===== config.mk =====
export PLATFORM = sky130hd
export DESIGN_NAME = ht_fifo_rd_stream
export DESIGN_NICKNAME = d
export VERILOG_FILES = /design/src/rtl/ht_fifo_rd_pkg.sv /design/src/rtl/ht_reg_fifo.sv /design/src/rtl/ht_fifo_rd_stream.sv
export SDC_FILE = /design/constraint.sdc
export NUM_CORES = 1
export LEC_CHECK = 0
export BUFFER_PORTS_ARGS = -buffer_cell sky130_fd_sc_hd__buf_2
export CORE_MARGIN = 1
export CORE_UTILIZATION = 40
export DETAILED_ROUTE_END_ITERATION = 16
export PLACE_DENSITY_LB_ADDON = 0.05
export SLEW_MARGIN = 0
export SYNTH_ARGS = -nofsm -noshare
export SYNTH_HDL_FRONTEND = slang
export SYNTH_SLANG_ARGS = --single-unit
export TNS_END_PERCENT = 5

===== constraint.sdc =====
create_clock -name clk_i -period 3.2 [get_ports clk_i]
set_input_delay 0.32 -clock clk_i [delete_from_list [all_inputs] [get_ports clk_i]]
set_output_delay 0.32 -clock clk_i [all_outputs]
set_load 0.01 [all_outputs]

===== src/rtl/ht_fifo_rd_pkg.sv =====
// ht_fifo_rd_pkg: shared width helper for the ht FIFO read stream
package ht_fifo_rd_pkg;
  function automatic int cnt_w(input int depth);
    return $clog2(depth + 1);
  endfunction
endpackage


===== src/rtl/ht_reg_fifo.sv =====
// ht_reg_fifo: small circular register FIFO with non-power-of-2 depth support
module ht_reg_fifo import ht_fifo_rd_pkg::*; #(
  parameter int DATA_W = 10,
  parameter int BUF_DEPTH = 4,
  localparam int CW = cnt_w(BUF_DEPTH),
  localparam int PW = BUF_DEPTH > 1 ? $clog2(BUF_DEPTH) : 1
) (
  input  logic              clk_i,
  input  logic              rst_i,
  input  logic              wr_en,
  input  logic [DATA_W-1:0] wr_data,
  input  logic              rd_en,
  output logic [DATA_W-1:0] rd_data,
  output logic [CW-1:0]     cnt
);
  logic [DATA_W-1:0] mem [BUF_DEPTH];
  logic [PW-1:0] wr_ptr, rd_ptr;
  function automatic logic [PW-1:0] inc(input logic [PW-1:0] p);
    return p == PW'(BUF_DEPTH - 1) ? '0 : p + 1'b1;
  endfunction
  assign rd_data = mem[rd_ptr];
  always_ff @(posedge clk_i) begin
    if (rst_i) begin
      wr_ptr <= '0;
      rd_ptr <= '0;
      cnt <= '0;
      for (int i = 0; i < BUF_DEPTH; i++) mem[i] <= '0;
    end else begin
      if (wr_en) begin
        mem[wr_ptr] <= wr_data;
        wr_ptr <= inc(wr_ptr);
      end
      if (rd_en) rd_ptr <= inc(rd_ptr);
      cnt <= cnt + CW'(wr_en) - CW'(rd_en);
    end
  end
endmodule


===== src/rtl/ht_fifo_rd_stream.sv =====
// ht_fifo_rd_stream: credit-based reader turning a fixed-latency FIFO read port into a valid/ready stream
module ht_fifo_rd_stream import ht_fifo_rd_pkg::*; #(
  parameter int DATA_W = 10,
  parameter int RD_LAT = 1,
  parameter int BUF_DEPTH = 4,
  localparam int CW = cnt_w(BUF_DEPTH)
) (
  input  logic              clk_i,
  input  logic              rst_i,
  input  logic              fifo_empty_i,
  output logic              fifo_rd_req_o,
  input  logic [DATA_W-1:0] fifo_rd_data_i,
  output logic [DATA_W-1:0] data_o,
  output logic              valid_o,
  input  logic              ready_i,
  output logic [CW-1:0]     buf_cnt_o
);
  if (RD_LAT < 1 || RD_LAT > 4 || BUF_DEPTH < RD_LAT + 1) begin : g_bad_cfg
    $error("ht_fifo_rd_stream: RD_LAT must be 1..4 and BUF_DEPTH >= RD_LAT+1");
  end
  logic [RD_LAT-1:0] sr;
  logic pop, cap;
  assign pop = valid_o & ready_i;
  assign cap = sr[RD_LAT-1];
  assign valid_o = buf_cnt_o != '0;
  always_comb fifo_rd_req_o = !fifo_empty_i && ($countones(sr) + int'(buf_cnt_o) - int'(pop) < BUF_DEPTH);
  always_ff @(posedge clk_i) sr <= rst_i ? '0 : RD_LAT'({sr, fifo_rd_req_o});
  ht_reg_fifo #(.DATA_W(DATA_W), .BUF_DEPTH(BUF_DEPTH)) u_buf (
    .clk_i(clk_i),
    .rst_i(rst_i),
    .wr_en(cap),
    .wr_data(fifo_rd_data_i),
    .rd_en(pop),
    .rd_data(data_o),
    .cnt(buf_cnt_o)
  );
  a_cnt_bound: assert property (@(posedge clk_i) disable iff (rst_i) buf_cnt_o <= CW'(BUF_DEPTH));
  a_no_ovf: assert property (@(posedge clk_i) disable iff (rst_i) !(cap && buf_cnt_o == CW'(BUF_DEPTH) && !pop));
  a_stable: assert property (@(posedge clk_i) disable iff (rst_i) valid_o && !ready_i |=> valid_o && $stable(data_o));
endmodule


Yosys cells after proc, flatten, opt, wreduce, memory -nomap -nowiden:

Memories as Yosys holds them, arrays and structs flattened. A register that Yosys moved wholly into a read port is not among the register bits.
Index checks and enable logic that the tools add are counted.

* bits in registers: 8
* RAM bits: 40
* output and inout bits: 15
* memories: 1

* add/subtract/negate cells: 6
* $lt $le $gt $ge: 1
* eq/ne operators: 2
* mux-type cells: 12
* bitwise logic cells: 1
* reductions and logical operators: 4

Memories
* u_buf.mem: depth 4, width 10, read ports 1, clocked after Yosys merged registers in 1, wr ports 4, line ht_reg_fifo.sv:16 `logic [DATA_W-1:0] mem [BUF_DEPTH];`

Operators by type and width (number)
* 10-bit two-way mux: 1
* 2-bit two-way mux: 5
* 10-bit OR reduction: 1
* 1-bit two-way mux: 6
* 5-bit by 4-bit less-than comparator with 1-bit output (second input constant): 1
* 4-bit by 1-bit subtractor with 5-bit output: 1
* 1-bit by 3-bit adder with 4-bit output: 1
* 2-bit by 1-bit adder with 2-bit output (second input constant): 2
* 2-bit == test (second input constant): 2
* 3-bit by 1-bit adder with 3-bit output: 1
* 3-bit nonzero test: 1
* 3-bit by 1-bit subtractor with 3-bit output: 1
* 1-bit AND: 1
* 1-bit logical AND: 1
* 1-bit logical NOT: 1

Longest topological paths before layout:

Gate-level depths: netlist of the first run.

* depth in word-level cells: 5
* mapped depth: 10
* gate-level depth less buffers: 10

Hierarchy:

Synthesis of the first run repeated with hierarchy kept, for this count alone.

* cell total of the unflattened synthesis: 155
* area, all modules: 2351.0 sq um

By module, submodules not included
* ht_reg_fifo: instances 1, cells an instance 136, area each 2178.3 sq um, sequential area each 1381.3 sq um
* ht_fifo_rd_stream: instances 1, cells an instance 19, area each 172.7 sq um, sequential area each 20.0 sq um

Worst setup path after synthesis of the first run:

OpenSTA, ideal clock, no wires.

* path kind: register to output
* start point: register u_buf.cnt[1]
* end point: output fifo_rd_req_o
* data arrival time: 2.205 ns
* required time: 2.880 ns
* path slack: 0.675 ns
* cell stages (with the launch flop): 11
* buffers on the path: 0
* path through: dfxtp_1 > o31ai_4 > inv_1 > ha_1 > inv_1 > ha_1 > inv_1 > fa_1 > xnor2_1 > o2111ai_1 > nand3_1

* word-level cells in the longest chain between the ends: 5
* elaborated cells on any way between the ends: 6
* those cells by class: add/sub: 2; order compare: 1; bitwise: 1; reduce/logical: 2

Ends and longest elaborated chain
* start, declared: line ht_reg_fifo.sv:14 `output logic [CW-1:0] cnt`
* start signal, assigned: line ht_reg_fifo.sv:34 `cnt <= cnt + CW'(wr_en) - CW'(rd_en);`
* parallel branches: the longest is 2 deep, another holds 1-bit by 3-bit adder with 4-bit output
* 4-bit by 1-bit subtractor with 5-bit output *: line ht_fifo_rd_stream.sv:26 `always_comb fifo_rd_req_o = !fifo_empty_i && ($countones(sr) + int'(buf_cnt_o) - int'(pop) < BUF_DEPTH);`
* 5-bit by 4-bit less-than comparator with 1-bit output *: line ht_fifo_rd_stream.sv:26
* 1-bit logical AND *: line ht_fifo_rd_stream.sv:26
* end, declared: line ht_fifo_rd_stream.sv:11 `output logic fifo_rd_req_o,`

Every way passes the cells marked *.

Worst setup path after layout of the first run:

Same ends and word-level chain as after synthesis.

==> results.yml, run 1 <==
outcome:
  status: "complete, no violations"
logic_synthesis:
  ys_seq_area_share_pct: 60.2
  ys_ff_latch: 50
  synth_top_area_share_pct: 51.6
  avgSynthCellArea_sq_um: 14.7
  async_reset_ff_share_pct: 0
  synthTopCellsByArea: "edfxtp_1 52%, and2_1 11%, mux4_2 9.7%"
  ys_top_cells_by_count: "40 x and2_1, 40 x edfxtp_1, 10 x dfxtp_1, 10 x mux4_2"
  yosys_warnings: 0
  netlist_area_sq_um: 2330
  synthFlopType: "edfxtp_1"
  syn_inst: 159
  synth_edf_count: 40
  syn_nets: 182
  synthDistinctLibCells: 30
  yosysTopAreaCell: "edfxtp_1"
die:
  fp.coreArea_sq_um: 5570
  dieArea_sq_um: 6130
  io_pins: 29
  die_w_um: 78.3
  start_util_pct: 41.8
  rows: 27
  die_h_um: 78.3
final_layout:
  drive_gt1_share_pct: 31.1
  fin_util_pct: 48.3
  n_antenna_cell: 0
  final_area_sq_um: 2690
  area_growth_pct: 15.6
  nets: 215
worst_setup_path:
  start_kind: "register"
  critPathKind: "reg -> out"
  cp_max_fo: 5
  crit_required_ns: 2.88
  worstRegToRegCells: 10
  arrival_ns: 2.66
  end_kind: "output pin"
place:
  place_area_sq_um: 2550
  io_buffers: 28
  place_congestion: 0.689
  hpwl_um: 2920
timing:
  setup_tns_ns: 0
  rsz0062_at_grt: "false"
  finalSetupViolations: 0
  finalHoldViolCount: 0
  finalMaxSlewViolations: 0
  fin_crit_sh_pct: 93.2
  maxSlewHeadroom_pct: 50.4
  fin_crit_ns: 2.98
  finClkSkew_ns: 0.00464
  fmax_ghz: 0.335
  tightestPinTransition_ns: 0.743
clocking:
  cts_tree: "built"
  htree_levels: 2
  cts_buffer_depth: 2
  cts_sinks: 50
  numCtsBuffers: 5
  clock_latency_ns: 0.30
  root_buffer: "clkbuf_8"
  clk_pin_slew_ns: 0.09
global_routing:
  antenna_found_initial: 0
  gr-total-overflow: 0
  grt_pass1_vias: 1302
  grt_usage_pct: 15.2
  grt_pass1_wl_um: 6720
  grt_start_max_net_pins: 16
drt:
  drtPass1Iterations: 4
  drc: 0
  vias: 1342
  avgViaCountPerCell: 5.06
  first_iter_violations: 68
  avgRoutedWirePerCell_um: 16.6
  ant_nets: 0
  drt-total-wl_um: 4390
power_and_ir_drop:
  p_leak_nw: 1.07
  power_density_nw_per_um2: 744
  irDropWorstVdd_mv: 0.578
hold_path:
  hp-class: "in -> reg"
  hold_depth: 2
run:
  maxCapViolCount: 0
==> cell type report <==
type	instances	area [sq um]
clock buffer	5	68.8
clock inverter	3	63.8
fill	540	2880
sequential	50	1400
tap	72	90.1
multi-input combinational	95	870
inverter	8	30.0
timing repair buffer	32	170
==> timing repair <==
item | CTS | global route
setup buffers | 0 | 1
gates resized for setup | 0 | 1
endpoints found under the hold margin | 0 | 0
hold buffers | 0 | 0
setup endpoints to repair | 0 | 1
==> worst paths after layout <==
check,startpoint,end,slack [ns]
worst max register to register,u_buf.cnt[1],cap,0.82
worst min-delay path,fifo_rd_data_i[7],u_buf.mem[3][7],0.32
worst min register to register,u_buf.rd_ptr[0],u_buf.rd_ptr[0],0.50
worst max-delay path,u_buf.cnt[1],fifo_rd_req_o,0.22
==> layout by cell type, fill, tap and decap left out, drive strengths merged, types with 4 or more instances in the layout <==
cell type,netlist,layout
dfxtp,10,10
and2,40,40
nor2b,4,4
edfxtp,40,40
clkbuf,3,5
nor2,7,7
inv,8,8
ha,8,8
mux4,10,10
buf,3,32
==> power breakdown <==
| part | internal, mW | switching [mW] | total [mW] | leakage [nW] |
|---|---|---|---|---|
| clock | 0.309 | 0.205 | 0.515 | 0.0658 |
| combinational | 0.303 | 0.300 | 0.603 | 0.513 |
| sequential | 0.792 | 0.0948 | 0.887 | 0.496 |
| total | 1.40 | 0.600 | 2.00 | 1.07 |
==> routing by layer <==
layer  global-route usage (%)  routed length (um)
met1                     20.3                2000
met2                     24.6                2170
met3                     3.72                 167
met4                     4.44                  53
met5                        0                   0
==> stage by stage <==
stage	std cells	hold slack, ns	setup WS (ns)	total power, mW
3_5_place_dp	256	0.485	0.393	1.49
2_1_floorplan	159	0.392	0.675	1.30
4_1_cts	264	0.312	0.0347	2.00
3_3_place_gp	256	0.482	0.550	1.46
6_report	265	0.322	0.216	2.00
5_1_grt	265	0.321	0.0750	2.12
==> worst max-delay path, cell delays in order, from the launching register on <==
cell,delay [ns]
dfxtp_1,0.39
o31ai_4,0.25
inv_1,0.06
ha_1,0.26
inv_1,0.06
ha_1,0.18
inv_1,0.06
fa_1,0.42
xnor2_2,0.25
o2111ai_1,0.18
nand3_1,0.12
buf_2,0.13
==> state kept, by name, summed over array words and instances, names as in the netlist, named ones only <==
signal / flops
cap: 1
u_buf.cnt: 3
u_buf.mem: 40
u_buf.rd_ptr: 2
u_buf.wr_ptr: 2
==> cell families (layout without fill, tap and decap cells) <==
group / Yosys count / in the layout / share of synthesized area [%]
buffers and inverters: 14 / 48 / 2.85
muxes: 13 / 13 / 11.0
xor gates and xnor gates: 1 / 1 / 0.376
and+or+nand+nor: 65 / 65 / 17.5
AOI/OAI and AO/OA: 7 / 7 / 3.06
adders and majority gates: 9 / 9 / 5.16
DFF: 50 / 50 / 60.2
Power figures use the tool's default switching activity.
==> inputs of run 2 (changes only) <==
--- a/config.mk
+++ b/config.mk
@@ -5,10 +5,10 @@
 export SDC_FILE = /design/constraint.sdc
 export NUM_CORES = 1
 export LEC_CHECK = 0
-export BUFFER_PORTS_ARGS = -buffer_cell sky130_fd_sc_hd__buf_2
 export CORE_MARGIN = 1
 export CORE_UTILIZATION = 40
 export DETAILED_ROUTE_END_ITERATION = 16
+export DONT_BUFFER_PORTS = 1
 export PLACE_DENSITY_LB_ADDON = 0.05
 export SLEW_MARGIN = 0
 export SYNTH_ARGS = -nofsm -noshare
==> results.yml, run 2 (same netlist as run 1, synthesis figures left out) <==
die:
  rows: 27
  start_util_pct: 41.8
  io_pins: 29
  die_w_um: 78.3
  fp.coreArea_sq_um: 5570
  dieArea_sq_um: 6130
  die_h_um: 78.3
global_routing:
  grt_pass1_wl_um: 6740
  grt_pass1_vias: 1285
  grt_start_max_net_pins: 16
  grt_usage_pct: 15.5
  antenna_found_initial: 0
  gr-total-overflow: 0
clocking:
  cts_buffer_depth: 2
  clock_latency_ns: 0.30
  cts_tree: "built"
  cts_sinks: 50
  clk_pin_slew_ns: 0.09
  htree_levels: 2
  numCtsBuffers: 5
  cts_hold_buf: 0
  root_buffer: "clkbuf_8"
timing:
  tightestPinTransition_ns: 0.779
  finalHoldViolCount: 0
  maxSlewHeadroom_pct: 48.0
  setup_tns_ns: 0
  fin_crit_ns: 2.97
  finalMaxSlewViolations: 0
  finClkSkew_ns: 0.00371
  hold_slack_ns: 0.0762
  fmax_ghz: 0.336
  fin_crit_sh_pct: 93.0
  finalSetupViolations: 0
  rsz0062_at_grt: "false"
place:
  place_congestion: 0.718
  dp_cells: 228
  hpwl_um: 2930
  io_buffers: 0
worst_setup_path:
  crit_top_cell: "inv_1"
  worstSetupStartpoint: "u_buf.cnt[1]"
  end_kind: "output pin"
  crit_chain: "o31ai_4 -> inv_1 -> ha_1 -> inv_1 -> ha_1 -> inv_1 -> fa_1 -> xnor2_2 -> o2111ai_1 -> nand3_1"
  cp_max_fo: 5
  slowest_stage: "fa_1"
  cp_top_family: "adder cells"
  cpPeakStageDelay_ns: 0.43
  crit_buf_inv: 3
  critPathKind: "reg -> out"
  reg2reg_from: "u_buf.cnt[1]"
  arrival_ns: 2.65
  crit_required_ns: 2.88
  start_kind: "register"
run:
  maxCapViolCount: 0
final_layout:
  largest_reg_flops: 40
  nets: 187
  n_fill_cell: 526
  reg_top3: "u_buf.mem (40), u_buf.cnt (3)"
  mostFrequentLayoutCells: "40 x and2_1, 40 x edfxtp_1, 10 x mux4_2, 10 x dfxtp_1"
  seq_area_sq_um: 1400
  multi_input_area_sq_um: 870
  drive_gt1_share_pct: 19.4
  n_antenna_cell: 0
  top_register: "u_buf.mem"
  stdcell_count: 237
  area_growth_pct: 7.57
hold_path:
  min_from: "rst_i"
  hp-class: "in -> reg"
drt:
  drt-total-wl_um: 4480
  avgViaCountPerCell: 5.29
  drc: 0
  ant_nets: 0
  first_iter_violations: 107
  drtPass1Iterations: 4
  avgRoutedWirePerCell_um: 18.9
  vias: 1254
power_and_ir_drop:
  power_frac_comb_pct: 29.6
  irDropWorstVdd_mv: 0.374
  p_clk_share_pct: 20.1
  power_density_nw_per_um2: 711
  p_sw_share_pct: 33.1
  power.net_switching_uw: 589
  p_int_mw: 1.19
  power.share.sequential_pct: 50.2
  p_leak_nw: 0.931
outcome:
  status: "complete, no violations"
[run 2: cell count changes in the layout (fill, tap and decap cells not counted), sizes merged]
cell,change
buf,-28
clkinvlp,+1
clkinv,+1
bufinv,-2
[run 2: per-stage QoR]
stage	worst slack [ns]	cell area (sq um)	util (%)	total power [mW]
after global routing	0.0534	2510	45.0	1.89
after floorplan	0.675	2330	-	1.30
after CTS	0.0819	2490	44.7	1.77
after global placement	0.559	2410	43.2	1.38
final	0.225	2510	45.0	1.78
after detailed placement	0.438	2410	43.2	1.41
[run 2: area by class of cell]
type	count	area share [%]
inverters	8	1.20
repair buffers	4	1.20
clock inverters	3	0.649
well taps	72	3.59
clock buffers	5	2.75
flip-flops and latches	50	55.9
multi-input cells	95	34.7
[run 2: power by group through the flow]
stage / registers, mW / clock network (mW) / logic (mW)
after detailed placement: 0.916 / 0 / 0.499
after global routing: 0.912 / 0.395 / 0.586
final: 0.896 / 0.359 / 0.528
after global placement: 0.909 / 0 / 0.475
after CTS: 0.901 / 0.370 / 0.503
after floorplan: 0.864 / 0 / 0.431
[run 2: path summary, 6_finish.rpt]
check                         end  slack [ns]  cells past startpoint
setup / recovery    fifo_rd_req_o        0.23                     10
hold / removal       u_buf.cnt[2]        0.08                      1
hold reg to reg   u_buf.rd_ptr[0]        0.49                      2
setup reg to reg              cap        0.76                     10
[run 2: layer usage]
layer  vias to the layer above  wire length [um]  global-route usage (%)
li1                        581                 -                       -
met1                       624              1800                    18.1
met2                        43              2290                    26.7
met3                         6               331                    4.88
met4                         0                56                    5.37
met5                         -                 0                       0
[run 2: timing repair]
action | 4_1_cts | 5_1_grt
endpoints found under the setup margin | 0 | 1
resized for setup | 0 | 1
buffers inserted | 0 | 1
[run 2: worst reg2reg max path, cell delays in order, from the launching register on]
cell	delay (ns)
dfxtp_1	0.42
o31ai_4	0.26
inv_1	0.07
ha_1	0.27
inv_1	0.06
ha_1	0.18
inv_1	0.06
fa_1	0.43
xnor2_2	0.27
o2111ai_1	0.18
a31oi_1	0.19
==> inputs of run 3 (changes only) <==
==> constraint.sdc (replaced) <==
create_clock -name clk_i -period 2.7 [get_ports clk_i]
set_input_delay 0.27 -clock clk_i [delete_from_list [all_inputs] [get_ports clk_i]]
set_output_delay 0.27 -clock clk_i [all_outputs]
set_load 0.01 [all_outputs]
==> results.yml, run 3 (same netlist as run 1, synthesis figures left out) <==
outcome:
  status: "complete, no violations"
power_and_ir_drop:
  p_leak_nw: 0.958
  p_clk_share_pct: 20.2
  p_sw_share_pct: 32.4
  power.share.sequential_pct: 45.8
  p_int_mw: 1.50
  power_density_nw_per_um2: 866
  total_power_mw: 2.22
  power_frac_comb_pct: 34.0
  power.net_switching_uw: 719
  irDropWorstVdd_mv: 0.452
die:
  start_util_pct: 41.8
  die_w_um: 78.3
  rows: 27
  fp.coreArea_sq_um: 5570
  die_h_um: 78.3
  dieArea_sq_um: 6130
  io_pins: 29
timing:
  finalMaxSlewViolations: 0
  maxSlewHeadroom_pct: 49.7
  setup_ws_ns: 0.0434
  finalHoldViolCount: 0
  fin_crit_ns: 2.66
  finClkSkew_ns: 0.00662
  setup_tns_ns: 0
  finalSetupViolations: 0
  fin_crit_sh_pct: 98.4
  rsz0062_at_grt: "true"
  fmax_ghz: 0.376
  tightestPinTransition_ns: 0.752
drt:
  drc: 0
  drt-total-wl_um: 4390
  avgViaCountPerCell: 5.12
  ant_nets: 0
  drtPass1Iterations: 4
  avgRoutedWirePerCell_um: 18.3
  vias: 1228
  first_iter_violations: 60
place:
  io_buffers: 0
  hpwl_um: 2930
  pre_cts_ws_ns: 0.0789
  place_congestion: 0.713
final_layout:
  top_register: "u_buf.mem"
  mostFrequentLayoutCells: "40 x and2_1, 40 x edfxtp_1, 10 x mux4_2, 9 x dfxtp_1, 8 x inv_1"
  largest_reg_flops: 40
  multi_input_area_sq_um: 897
  area_growth_pct: 10.2
  n_antenna_cell: 0
  seq_area_sq_um: 1400
  drive_gt1_share_pct: 23.8
  n_fill_cell: 527
  reg_top3: "u_buf.mem (40), u_buf.cnt (3)"
  fin_util_pct: 46.1
  nets: 190
clocking:
  cts_hold_buf: 0
  cts_sinks: 50
  root_buffer: "clkbuf_8"
  htree_levels: 2
  cts_buffer_depth: 2
  clock_latency_ns: 0.30
  cts_tree: "built"
  clk_pin_slew_ns: 0.09
  numCtsBuffers: 5
worst_setup_path:
  crit_required_ns: 2.43
  critPathKind: "reg -> out"
  arrival_ns: 2.39
  start_kind: "register"
  cp_max_fo: 3
  end_kind: "output pin"
global_routing:
  grt_start_max_net_pins: 16
  grt_pass1_vias: 1346
  gr-total-overflow: 0
  grt_usage_pct: 15.7
  grt_pass1_wl_um: 6970
  antenna_found_initial: 0
run:
  maxCapViolCount: 0
hold_path:
  hp-class: "in -> reg"
[run 3: final timing paths]
kind                        start               to  slack, ns  cells after the start
setup reg to reg     u_buf.cnt[0]              cap       0.47                     10
setup / recovery     u_buf.cnt[0]    fifo_rd_req_o       0.04                     10
hold / removal              rst_i  u_buf.wr_ptr[0]       0.03                      1
hold reg to reg   u_buf.rd_ptr[0]  u_buf.rd_ptr[0]       0.50                      2
[run 3: critical path, cell delays in order (launching register included)]
cell,delay [ns]
dfxtp_2,0.36
o31ai_4,0.25
inv_1,0.07
ha_1,0.26
inv_1,0.06
ha_2,0.18
inv_1,0.06
fa_2,0.39
xnor2_4,0.19
o311ai_2,0.15
nand3_2,0.12
[run 3: area by class of cell]
class                           instances  area share (%)
Inverter                                8            1.17
Multi-Input combinational cell         95            34.9
Clock buffer                            6            3.22
Sequential cell                        50            54.6
Clock inverter                          2           0.487
Tap cell                               72            3.51
Timing Repair Buffer                    7            2.05
[run 3: metrics by stage]
step,hold slack [ns],cells,instance area (sq um)
floorplan,0.342,159,2330
global placement,0.342,231,2430
detailed placement,0.342,231,2430
CTS,0.0161,240,2550
global route,0.0190,240,2570
finish,0.0267,240,2570
[run 3: timing repair]
item,CTS,global route
buffers inserted,1,0
resized for setup,5,2
pin swaps,4,0
setup endpoints to repair,1,1
[run 3: power groups by stage]
stage / sequential [mW] / combinational, mW / clock [mW]
after global routing: 1.03 / 0.837 / 0.492
after global placement: 1.03 / 0.635 / 0
after CTS: 1.02 / 0.719 / 0.469
after detailed placement: 1.04 / 0.660 / 0
final: 1.02 / 0.757 / 0.450
after floorplan: 1.02 / 0.511 / 0
[run 3: routing by layer]
layer	routed length (um)	track usage [%]
met1	1890	19.0
met2	2240	27.2
met3	221	4.53
met4	49	4.44
met5	0	0
